--- config.mk ---
export PLATFORM = sky130hd
export DESIGN_NAME = pipeline_ctrl
export DESIGN_NICKNAME = d
export VERILOG_FILES = /design/src/rtl/cotm32_pipeline_pkg.sv /design/src/rtl/load_use_detect.sv /design/src/rtl/pipeline_ctrl.sv
export SDC_FILE = /design/constraint.sdc
export NUM_CORES = 1
export LEC_CHECK = 0
export ABC_AREA = 1
export CAP_MARGIN = 40
export CELL_PAD_IN_SITES_DETAIL_PLACEMENT = 0
export CELL_PAD_IN_SITES_GLOBAL_PLACEMENT = 1
export CORE_UTILIZATION = 22
export DETAILED_ROUTE_END_ITERATION = 7
export PLACE_DENSITY = 0.94
export SYNTH_ARGS = -nofsm -noshare
export SYNTH_HDL_FRONTEND = slang
export SYNTH_HIERARCHICAL = 1
export SYNTH_SLANG_ARGS = --single-unit
--- constraint.sdc ---
create_clock -name i_clk -period 3.29 [get_ports i_clk]
set_input_delay 0.329 -clock i_clk [delete_from_list [all_inputs] [get_ports i_clk]]
set_output_delay 0.329 -clock i_clk [all_outputs]
set_load 0.005 [all_outputs]
--- src/rtl/cotm32_pipeline_pkg.sv ---
// cotm32_pipeline_pkg: shared types for the pipeline stall/flush controller.
//   pipe_ctrl_state_t : trap sequencing FSM states
//   pipe_ctrl_t       : per-stage stall/flush bundle plus trap redirect pulse
//   CTRL_*            : canned control bundles for each pipeline situation
//   any_flush()       : true when any pipeline register is being flushed
package cotm32_pipeline_pkg;

  typedef enum logic [1:0] {
    PC_RUN,
    PC_DRAIN,
    PC_TRAP_FLUSH
  } pipe_ctrl_state_t;

  typedef struct packed {
    logic stall_pc;
    logic stall_ifid;
    logic stall_idex;
    logic stall_exmem;
    logic stall_memwb;
    logic flush_ifid;
    logic flush_idex;
    logic flush_exmem;
    logic flush_memwb;
    logic trap_redirect;
  } pipe_ctrl_t;

  localparam pipe_ctrl_t CTRL_IDLE = '0;

  // Freeze everything up to EX/MEM; bubble into WB while the LSU waits.
  localparam pipe_ctrl_t CTRL_MEM_WAIT = '{
    stall_pc: 1'b1, stall_ifid: 1'b1, stall_idex: 1'b1, stall_exmem: 1'b1,
    flush_memwb: 1'b1, default: 1'b0};

  // Freeze up to ID/EX; bubble into MEM while the EX unit iterates.
  localparam pipe_ctrl_t CTRL_EX_WAIT = '{
    stall_pc: 1'b1, stall_ifid: 1'b1, stall_idex: 1'b1,
    flush_exmem: 1'b1, default: 1'b0};

  localparam pipe_ctrl_t CTRL_REDIRECT = '{
    flush_ifid: 1'b1, flush_idex: 1'b1, default: 1'b0};

  localparam pipe_ctrl_t CTRL_LOAD_USE = '{
    stall_pc: 1'b1, stall_ifid: 1'b1, flush_idex: 1'b1, default: 1'b0};

  localparam pipe_ctrl_t CTRL_TRAP = '{
    flush_ifid: 1'b1, flush_idex: 1'b1, flush_exmem: 1'b1, flush_memwb: 1'b1,
    trap_redirect: 1'b1, default: 1'b0};

  localparam pipe_ctrl_t CTRL_RESET = '{
    flush_ifid: 1'b1, flush_idex: 1'b1, flush_exmem: 1'b1, flush_memwb: 1'b1,
    default: 1'b0};

  function automatic logic any_flush(input pipe_ctrl_t c);
    return c.flush_ifid | c.flush_idex | c.flush_exmem | c.flush_memwb;
  endfunction

endpackage

--- src/rtl/load_use_detect.sv ---
// load_use_detect: combinational load-use hazard comparator.
//   idex_valid/idex_is_load/idex_rd : load currently in EX
//   id_rs1/id_rs2/use_rs1/use_rs2   : sources read by the instruction in ID
//   hazard                          : ID needs a value the EX load has not produced yet
module load_use_detect #(
  parameter int unsigned XLEN_REGADDR = 5
) (
  input  logic                    idex_valid,
  input  logic                    idex_is_load,
  input  logic [XLEN_REGADDR-1:0] idex_rd,
  input  logic [XLEN_REGADDR-1:0] id_rs1,
  input  logic [XLEN_REGADDR-1:0] id_rs2,
  input  logic                    use_rs1,
  input  logic                    use_rs2,
  output logic                    hazard
);

  always_comb begin
    hazard = idex_valid & idex_is_load & (idex_rd != '0) &
             ((use_rs1 & (id_rs1 == idex_rd)) | (use_rs2 & (id_rs2 == idex_rd)));
  end

endmodule

--- src/rtl/pipeline_ctrl.sv ---
// pipeline_ctrl: central stall/flush generator for the 5-stage cotm32 pipeline.
//   i_clk, i_rst            : clock, synchronous active-high reset
//   i_id_* / i_idex_*       : operands for load-use detection
//   i_ex_busy, i_ex_redirect: EX multi-cycle wait, taken branch/jump
//   i_mem_busy, i_trap_req  : LSU bus wait, trap raised at MEM
//   o_stall_* / o_flush_*   : per-register hold / bubble controls, PC hold
//   o_trap_redirect         : one-cycle pulse loading the trap vector
// Optional macro COTM32_PIPE_PERF_EN adds o_perf_stall_cycles and
// o_perf_flush_events (32-bit wrapping counters).
// Outputs are combinational from state and inputs (zero-cycle latency).
module pipeline_ctrl
  import cotm32_pipeline_pkg::*;
#(
  parameter int unsigned XLEN_REGADDR = 5
) (
  input  logic                    i_clk,
  input  logic                    i_rst,
  input  logic [XLEN_REGADDR-1:0] i_id_rs1,
  input  logic [XLEN_REGADDR-1:0] i_id_rs2,
  input  logic                    i_id_use_rs1,
  input  logic                    i_id_use_rs2,
  input  logic                    i_idex_valid,
  input  logic                    i_idex_is_load,
  input  logic [XLEN_REGADDR-1:0] i_idex_rd,
  input  logic                    i_ex_busy,
  input  logic                    i_ex_redirect,
  input  logic                    i_mem_busy,
  input  logic                    i_trap_req,
  output logic                    o_stall_pc,
  output logic                    o_stall_ifid,
  output logic                    o_stall_idex,
  output logic                    o_stall_exmem,
  output logic                    o_stall_memwb,
  output logic                    o_flush_ifid,
  output logic                    o_flush_idex,
  output logic                    o_flush_exmem,
  output logic                    o_flush_memwb,
`ifdef COTM32_PIPE_PERF_EN
  output logic [31:0]             o_perf_stall_cycles,
  output logic [31:0]             o_perf_flush_events,
`endif
  output logic                    o_trap_redirect
);

  pipe_ctrl_state_t state, state_next;
  pipe_ctrl_t       ctrl;
  logic             load_use;

  load_use_detect #(.XLEN_REGADDR(XLEN_REGADDR)) u_load_use (
    .idex_valid   (i_idex_valid),
    .idex_is_load (i_idex_is_load),
    .idex_rd      (i_idex_rd),
    .id_rs1       (i_id_rs1),
    .id_rs2       (i_id_rs2),
    .use_rs1      (i_id_use_rs1),
    .use_rs2      (i_id_use_rs2),
    .hazard       (load_use)
  );

  // Priority chain: only the highest active condition drives the bundle, so a
  // redirect naturally suppresses a same-cycle load-use stall.
  always_comb begin
    ctrl       = CTRL_IDLE;
    state_next = state;
    if (i_rst) begin
      ctrl       = CTRL_RESET;
      state_next = PC_RUN;
    end else begin
      unique case (state)
        PC_RUN: begin
          if (i_trap_req && i_mem_busy) begin
            ctrl       = CTRL_MEM_WAIT;
            state_next = PC_DRAIN;
          end else if (i_trap_req) begin
            state_next = PC_TRAP_FLUSH;
          end else if (i_mem_busy) begin
            ctrl = CTRL_MEM_WAIT;
          end else if (i_ex_busy) begin
            ctrl = CTRL_EX_WAIT;
          end else if (i_ex_redirect) begin
            ctrl = CTRL_REDIRECT;
          end else if (load_use) begin
            ctrl = CTRL_LOAD_USE;
          end
        end
        PC_DRAIN: begin
          ctrl = CTRL_MEM_WAIT;
          if (!i_mem_busy) state_next = PC_TRAP_FLUSH;
        end
        PC_TRAP_FLUSH: begin
          ctrl       = CTRL_TRAP;
          state_next = PC_RUN;
        end
        default: state_next = PC_RUN;
      endcase
    end
  end

  always_ff @(posedge i_clk) begin
    state <= state_next;
  end

  always_comb begin
    o_stall_pc      = ctrl.stall_pc;
    o_stall_ifid    = ctrl.stall_ifid;
    o_stall_idex    = ctrl.stall_idex;
    o_stall_exmem   = ctrl.stall_exmem;
    o_stall_memwb   = ctrl.stall_memwb;
    o_flush_ifid    = ctrl.flush_ifid;
    o_flush_idex    = ctrl.flush_idex;
    o_flush_exmem   = ctrl.flush_exmem;
    o_flush_memwb   = ctrl.flush_memwb;
    o_trap_redirect = ctrl.trap_redirect;
  end

`ifdef COTM32_PIPE_PERF_EN
  // Flushes forced by reset are not counted: the counters clear instead.
  always_ff @(posedge i_clk) begin
    if (i_rst) begin
      o_perf_stall_cycles <= '0;
      o_perf_flush_events <= '0;
    end else begin
      if (ctrl.stall_pc) o_perf_stall_cycles <= o_perf_stall_cycles + 32'd1;
      if (any_flush(ctrl)) o_perf_flush_events <= o_perf_flush_events + 32'd1;
    end
  end
`endif

endmodule
==> results.yml, run 1 <==
worst_setup_path:
  rr_worst_depth: 6
  crit_required_ns: 2.96
  reg2reg_slack_ns: 2.05
  critPathLaunchType: "primary input"
  r2r-end: "state[0]"
  end_kind: "output pin"
  crit_chain: "clkdlybuf4s50_1 -> inv_1 -> nand2_1 -> nand2_1 -> nor2_1 -> nand3_1 -> a21oi_1 -> nand2_1 -> nand3_1 -> nand2_1 -> a21oi_1 -> clkdlybuf4s50_1"
  arrival_ns: 2.33
  cpMaxStageDelayCell: "clkdlybuf4s50_1"
  path_class: "in -> out"
  timing.rr.start: "state[1]"
  cp_slowest_stage_delay_ns: 0.56
  crit_fanout: 5
  cp_common_cell: "nand2_1"
final_layout:
  stdcell_area_um2: 893
  layout.nets: 172
  antennaDiodeCount: 0
  area_delta_synth_final_pct: 71.6
  largest_reg_flops: 2
  drive_gt1_frac: 0.0709
  largest-register: "state"
  fillers: 264
  utilization: 0.404
  top_regs: "state (2)"
timing:
  grt_setup_unrepaired: "false"
  hold_ws_ns: 0.502
  period_share: 0.807
  setup_viol: 0
  skew_ns: 0.00868
  fmax_mhz: 377
  hold_violations: 0
  finalSetupTns_ns: 0
  finalMaxSlewViolations: 0
  finalCriticalPeriod_ns: 2.66
synthesis:
  synthSimpleGateAreaFrac: 0.495
  synth_nets: 136
  synth_xor_area_frac: 0
  synth-edff-count: 0
  synth_compound_area_frac: 0.115
  synth_top_family_by_area: "simple AND/OR/NAND/NOR gates"
  yosys.area.top_type: "nand2_1"
  synthTopCellsByArea: "nand2_1 (26%), inv_1 (16%), ha_1 (9.6%)"
  synth_most_common_cell: "nand2_1"
  yosysTopAreaCellShare: 0.260
  synth-async-reset-ratio: 0
  netlist_area_um2: 520
  synth.area.mux_share: 0
  yosysSeqAreaShare: 0.0769
  ys_warn_count: 6
  ys_ff_latch: 2
  synth_cell_types: 17
  synth_common_cells: "nand2_1 (36), inv_1 (22), nor2_1 (11)"
  syn_avg_cell_area_um2: 4.86
  synthFlopType: "dfxtp_1"
  synth_adder_area_share: 0.0962
  netlist_instances: 107
place:
  placed_cell_area_um2: 871
  gp_congestion: 0.757
  io_buffers: 33
  dp_hpwl_um: 1280
grt:
  grt_pass1_vias: 628
  grt_first_pass_wirelength_um: 2400
  grt_use_total: 0.120
  overflow: 0
  grt_max_degree: 8
  antenna_found_initial: 0
floorplanning:
  io_pins: 35
  die_width_um: 50.6
  coreArea_um2: 2210
  num_rows: 17
  die_y_um: 50.6
  start_util: 0.235
  die_area_um2: 2560
clock_tree:
  cts_buffer_depth: 2
  path_clk_slew_ns: 0.03
  clock_sinks: 2
  htreeDepth: 1
  postCtsSetupRepairBufs: 0
  cts_inserted_buffers: 3
  hold_buffers: 0
  cts-root-buf: "clkbuf_4"
  ctsResizeCount: 0
  clk_latency_ns: 0.24
  cts_tree: "yes"
power:
  power_density_nw_per_um2: 221
  power_mw: 0.197
  p_leak_nw: 0.466
  power_switching_mw: 0.0689
  irDropWorstVdd_mv: 0.190
  p_int_mw: 0.128
  seq_power_share: 0.148
  switching_share: 0.349
  pwr-share-comb: 0.556
  p_clk_frac: 0.296
detailed_routing:
  ant_nets: 0
  via_per_inst: 4.16
  vias: 703
  drc_errors: 0
  first_iter_violations: 9
  routed_wl_um: 1500
  wire_per_inst_um: 8.88
  firstDrtPassIters: 2
min_path:
  hold_end: "state[0]"
  hp-class: "reg -> reg"
  worstHoldStart: "state[0]"
  min_delay_path_depth: 2
flow_run:
  cap_violations: 0
outcome:
  status: "finished clean"
per-layer routing:
metal	vias to the layer above	wire length, µm	GRT usage	part of all wire
li1	390	-	-	-
met1	293	726	0.149	0.48
met2	18	679	0.191	0.45
met3	2	84	0.0273	0.056
met4	0	10	0.0602	0.0067
met5	-	0	0	0
worst max-delay path by stage:
stage	cells after the start	end	from
2_1_floorplan	10	o_stall_pc	i_idex_rd[2]
3_5_place_dp	12	o_stall_pc	i_idex_rd[0]
4_1_cts	12	o_stall_pc	i_idex_rd[0]
3_3_place_gp	12	o_stall_pc	i_idex_rd[0]
5_1_grt	12	o_stall_pc	i_idex_rd[0]
6_report	12	o_stall_pc	i_idex_rd[0]
area by class of cell:
cell class                 instances  area [µm²]  share of cell area
sequential                         2        40.0              0.0448
inverter                          25        93.8               0.105
multi-input combinational         78         372               0.416
tap                               28        35.0              0.0392
timing repair buffer              33         330               0.370
clock buffer                       3        22.5              0.0252
critical path: cells and delay by family:
| family | cells | cell delay [ns] |
|---|---|---|
| buffers and inverters | 3 | 1.17 |
| and+or+nand+nor | 7 | 0.48 |
| AOI/OAI and AO/OA | 2 | 0.35 |
logic make-up (layout without fill, tap and decap cells):
| group | Yosys count | count (layout) |
|---|---|---|
| compound gates | 11 | 11 |
| fa+ha+maj | 4 | 4 |
| buf+inv | 27 | 61 |
| flops | 2 | 2 |
| other cells | 1 | 1 |
| simple gates | 62 | 62 |
metrics by stage:
stage,cells,worst slack (ns)
detailed placement,166,0.662
global placement,166,0.698
finish,169,0.635
CTS,169,0.652
floorplan,107,1.70
global route,169,0.387
cells in the final DEF (no fill, tap or decap):
cell,n
a21oi_1,7
a31oi_1,1
clkbuf_4,3
clkdlybuf4s50_1,33
conb_1,1
dfxtp_1,2
ha_1,4
inv_1,22
inv_2,3
nand2_1,36
nand2_2,2
nand3_1,9
nand4_1,2
nor2_1,11
nor2_2,1
nor3_1,1
o21ai_0,2
o21ai_2,1
power by group through the flow:
stage | Clock (mW) | Sequential, mW | Combinational [mW]
global route | 0.0642 | 0.0296 | 0.122
global placement | 0 | 0.0292 | 0.109
detailed placement | 0 | 0.0295 | 0.110
floorplan | 0 | 0.0286 | 0.0502
CTS | 0.0615 | 0.0291 | 0.110
finish | 0.0585 | 0.0291 | 0.110
No activity file was read; power rests on OpenSTA's default activity.
==> run 2, diff against run 1 <==
- CORE_UTILIZATION: 22 -> 20
- PLACE_DENSITY: 0.94 -> 0.88
- clock period: 3.29 -> 2.6 ns (I/O delays scaled with it)
==> results.yml, run 2 (synthesis gave the netlist of run 1 again) <==
outcome:
  status: "finished clean"
clock_tree:
  cts_inserted_buffers: 3
  cts_tree: "yes"
  htreeDepth: 1
  clk_latency_ns: 0.23
  path_clk_slew_ns: 0.03
  cts-root-buf: "clkbuf_4"
  postCtsSetupRepairBufs: 0
  clock_sinks: 2
  cts_buffer_depth: 2
detailed_routing:
  first_iter_violations: 6
  ant_nets: 0
  vias: 686
  routed_wl_um: 1370
  drc_errors: 0
  firstDrtPassIters: 4
  via_per_inst: 4.01
  wire_per_inst_um: 7.98
power:
  power_density_nw_per_um2: 267
  irDropWorstVdd_mv: 0.277
  p_leak_nw: 0.489
worst_setup_path:
  crit_required_ns: 2.34
  path_class: "in -> out"
  reg2reg_slack_ns: 1.35
  timing.rr.start: "state[0]"
  arrival_ns: 2.15
  r2r-end: "state[0]"
  rr_worst_depth: 6
  end_kind: "output pin"
  crit_fanout: 3
  critPathLaunchType: "primary input"
final_layout:
  area_delta_synth_final_pct: 73.8
  final_common_cell: "nand2_1"
  fin_cells: 171
  layout_common_cells: "nand2_1 (36), clkdlybuf4s50_1 (31), inv_1 (22)"
  largest_reg_flops: 2
  stdcell_area_um2: 905
  antennaDiodeCount: 0
  largest-register: "state"
  utilization: 0.365
  drive_gt1_frac: 0.0780
  layout.nets: 172
  top_regs: "state (2)"
timing:
  hold_violations: 0
  finalCriticalPeriod_ns: 2.41
  grt_setup_unrepaired: "false"
  skew_ns: 0.00622
  setup_viol: 0
  period_share: 0.928
  fmax_mhz: 415
  finalSetupTns_ns: 0
  finalMaxSlewViolations: 0
  hold_ws_ns: 0.509
floorplanning:
  die_y_um: 53.0
  die_area_um2: 2810
  coreArea_um2: 2480
  die_width_um: 53.0
  io_pins: 35
  num_rows: 18
  start_util: 0.210
place:
  placed_cell_area_um2: 873
  gp_congestion: 0.838
  io_buffers: 33
  dpl.cell_count: 168
  dp_hpwl_um: 1160
min_path:
  hp-class: "reg -> reg"
  hold_end: "state[0]"
  min_delay_path_depth: 2
  worstHoldStart: "state[0]"
grt:
  grt_pass1_vias: 565
  overflow: 0
  grt_use_total: 0.105
  grt_first_pass_wirelength_um: 2210
  grt_max_degree: 8
  antenna_found_initial: 0
flow_run:
  cap_violations: 0
run 2: changes by cell type in the layout (fill, tap and decap cells not counted), sizes merged:
cell | previous run | this run
dlymetal6s2s | 0 | 2
clkdlybuf4s50 | 33 | 31
run 2: layer usage:
layer  GRT usage  share of wire
met5           0              0
met4      0.0263              0
met3      0.0287          0.067
met2       0.154           0.42
met1       0.147           0.52
run 2: through the flow:
| stage | power [mW] | worst slack (ns) |
|---|---|---|
| 4_1_cts | 0.249 | 0.109 |
| 3_3_place_gp | 0.174 | 0.123 |
| 2_1_floorplan | 0.0997 | 1.14 |
| 5_1_grt | 0.268 | 0.00117 |
| 6_report | 0.242 | 0.188 |
| 3_5_place_dp | 0.175 | 0.121 |
run 2: cell type report:
type,instances,area (µm²)
Clock buffer,3,22.5
Tap cell,30,37.5
Timing Repair Buffer,33,335
Inverter,25,93.8
Fill cell,283,1570
Sequential cell,2,40.0
Multi-Input combinational cell,78,375
run 2: worst max-delay path by stage:
stage,from,to
floorplan,state[0],o_stall_pc
global placement,i_idex_rd[1],o_stall_ifid
detailed placement,i_idex_rd[1],o_stall_ifid
CTS,i_idex_rd[1],o_stall_ifid
global route,i_idex_rd[3],o_stall_ifid
finish,i_idex_rd[3],o_stall_ifid
run 2: worst max-delay path, stage by stage:
cell and delay (ns):
clkdlybuf4s50_1 0.51, inv_2 0.06, nand2_1 0.06, nand2_1 0.04
nor2_1 0.12, nand3_1 0.10, a21oi_2 0.15, nand2_1 0.06
nand3_1 0.06, nand2_1 0.05, a21oi_1 0.15, clkdlybuf4s50_1 0.52
run 2: repair_timing:
item	in CTS	in global routing
setup endpoints to repair	0	2
resized for setup	0	3
hold buffers	0	0
endpoints found under the hold margin	0	0
run 2: power by group:
group	switching, mW	leakage [nW]	total [mW]	internal (mW)
clock network	0.0176	0.0138	0.0685	0.0509
logic	0.0592	0.458	0.136	0.0772
registers	0.00343	0.0164	0.0368	0.0334
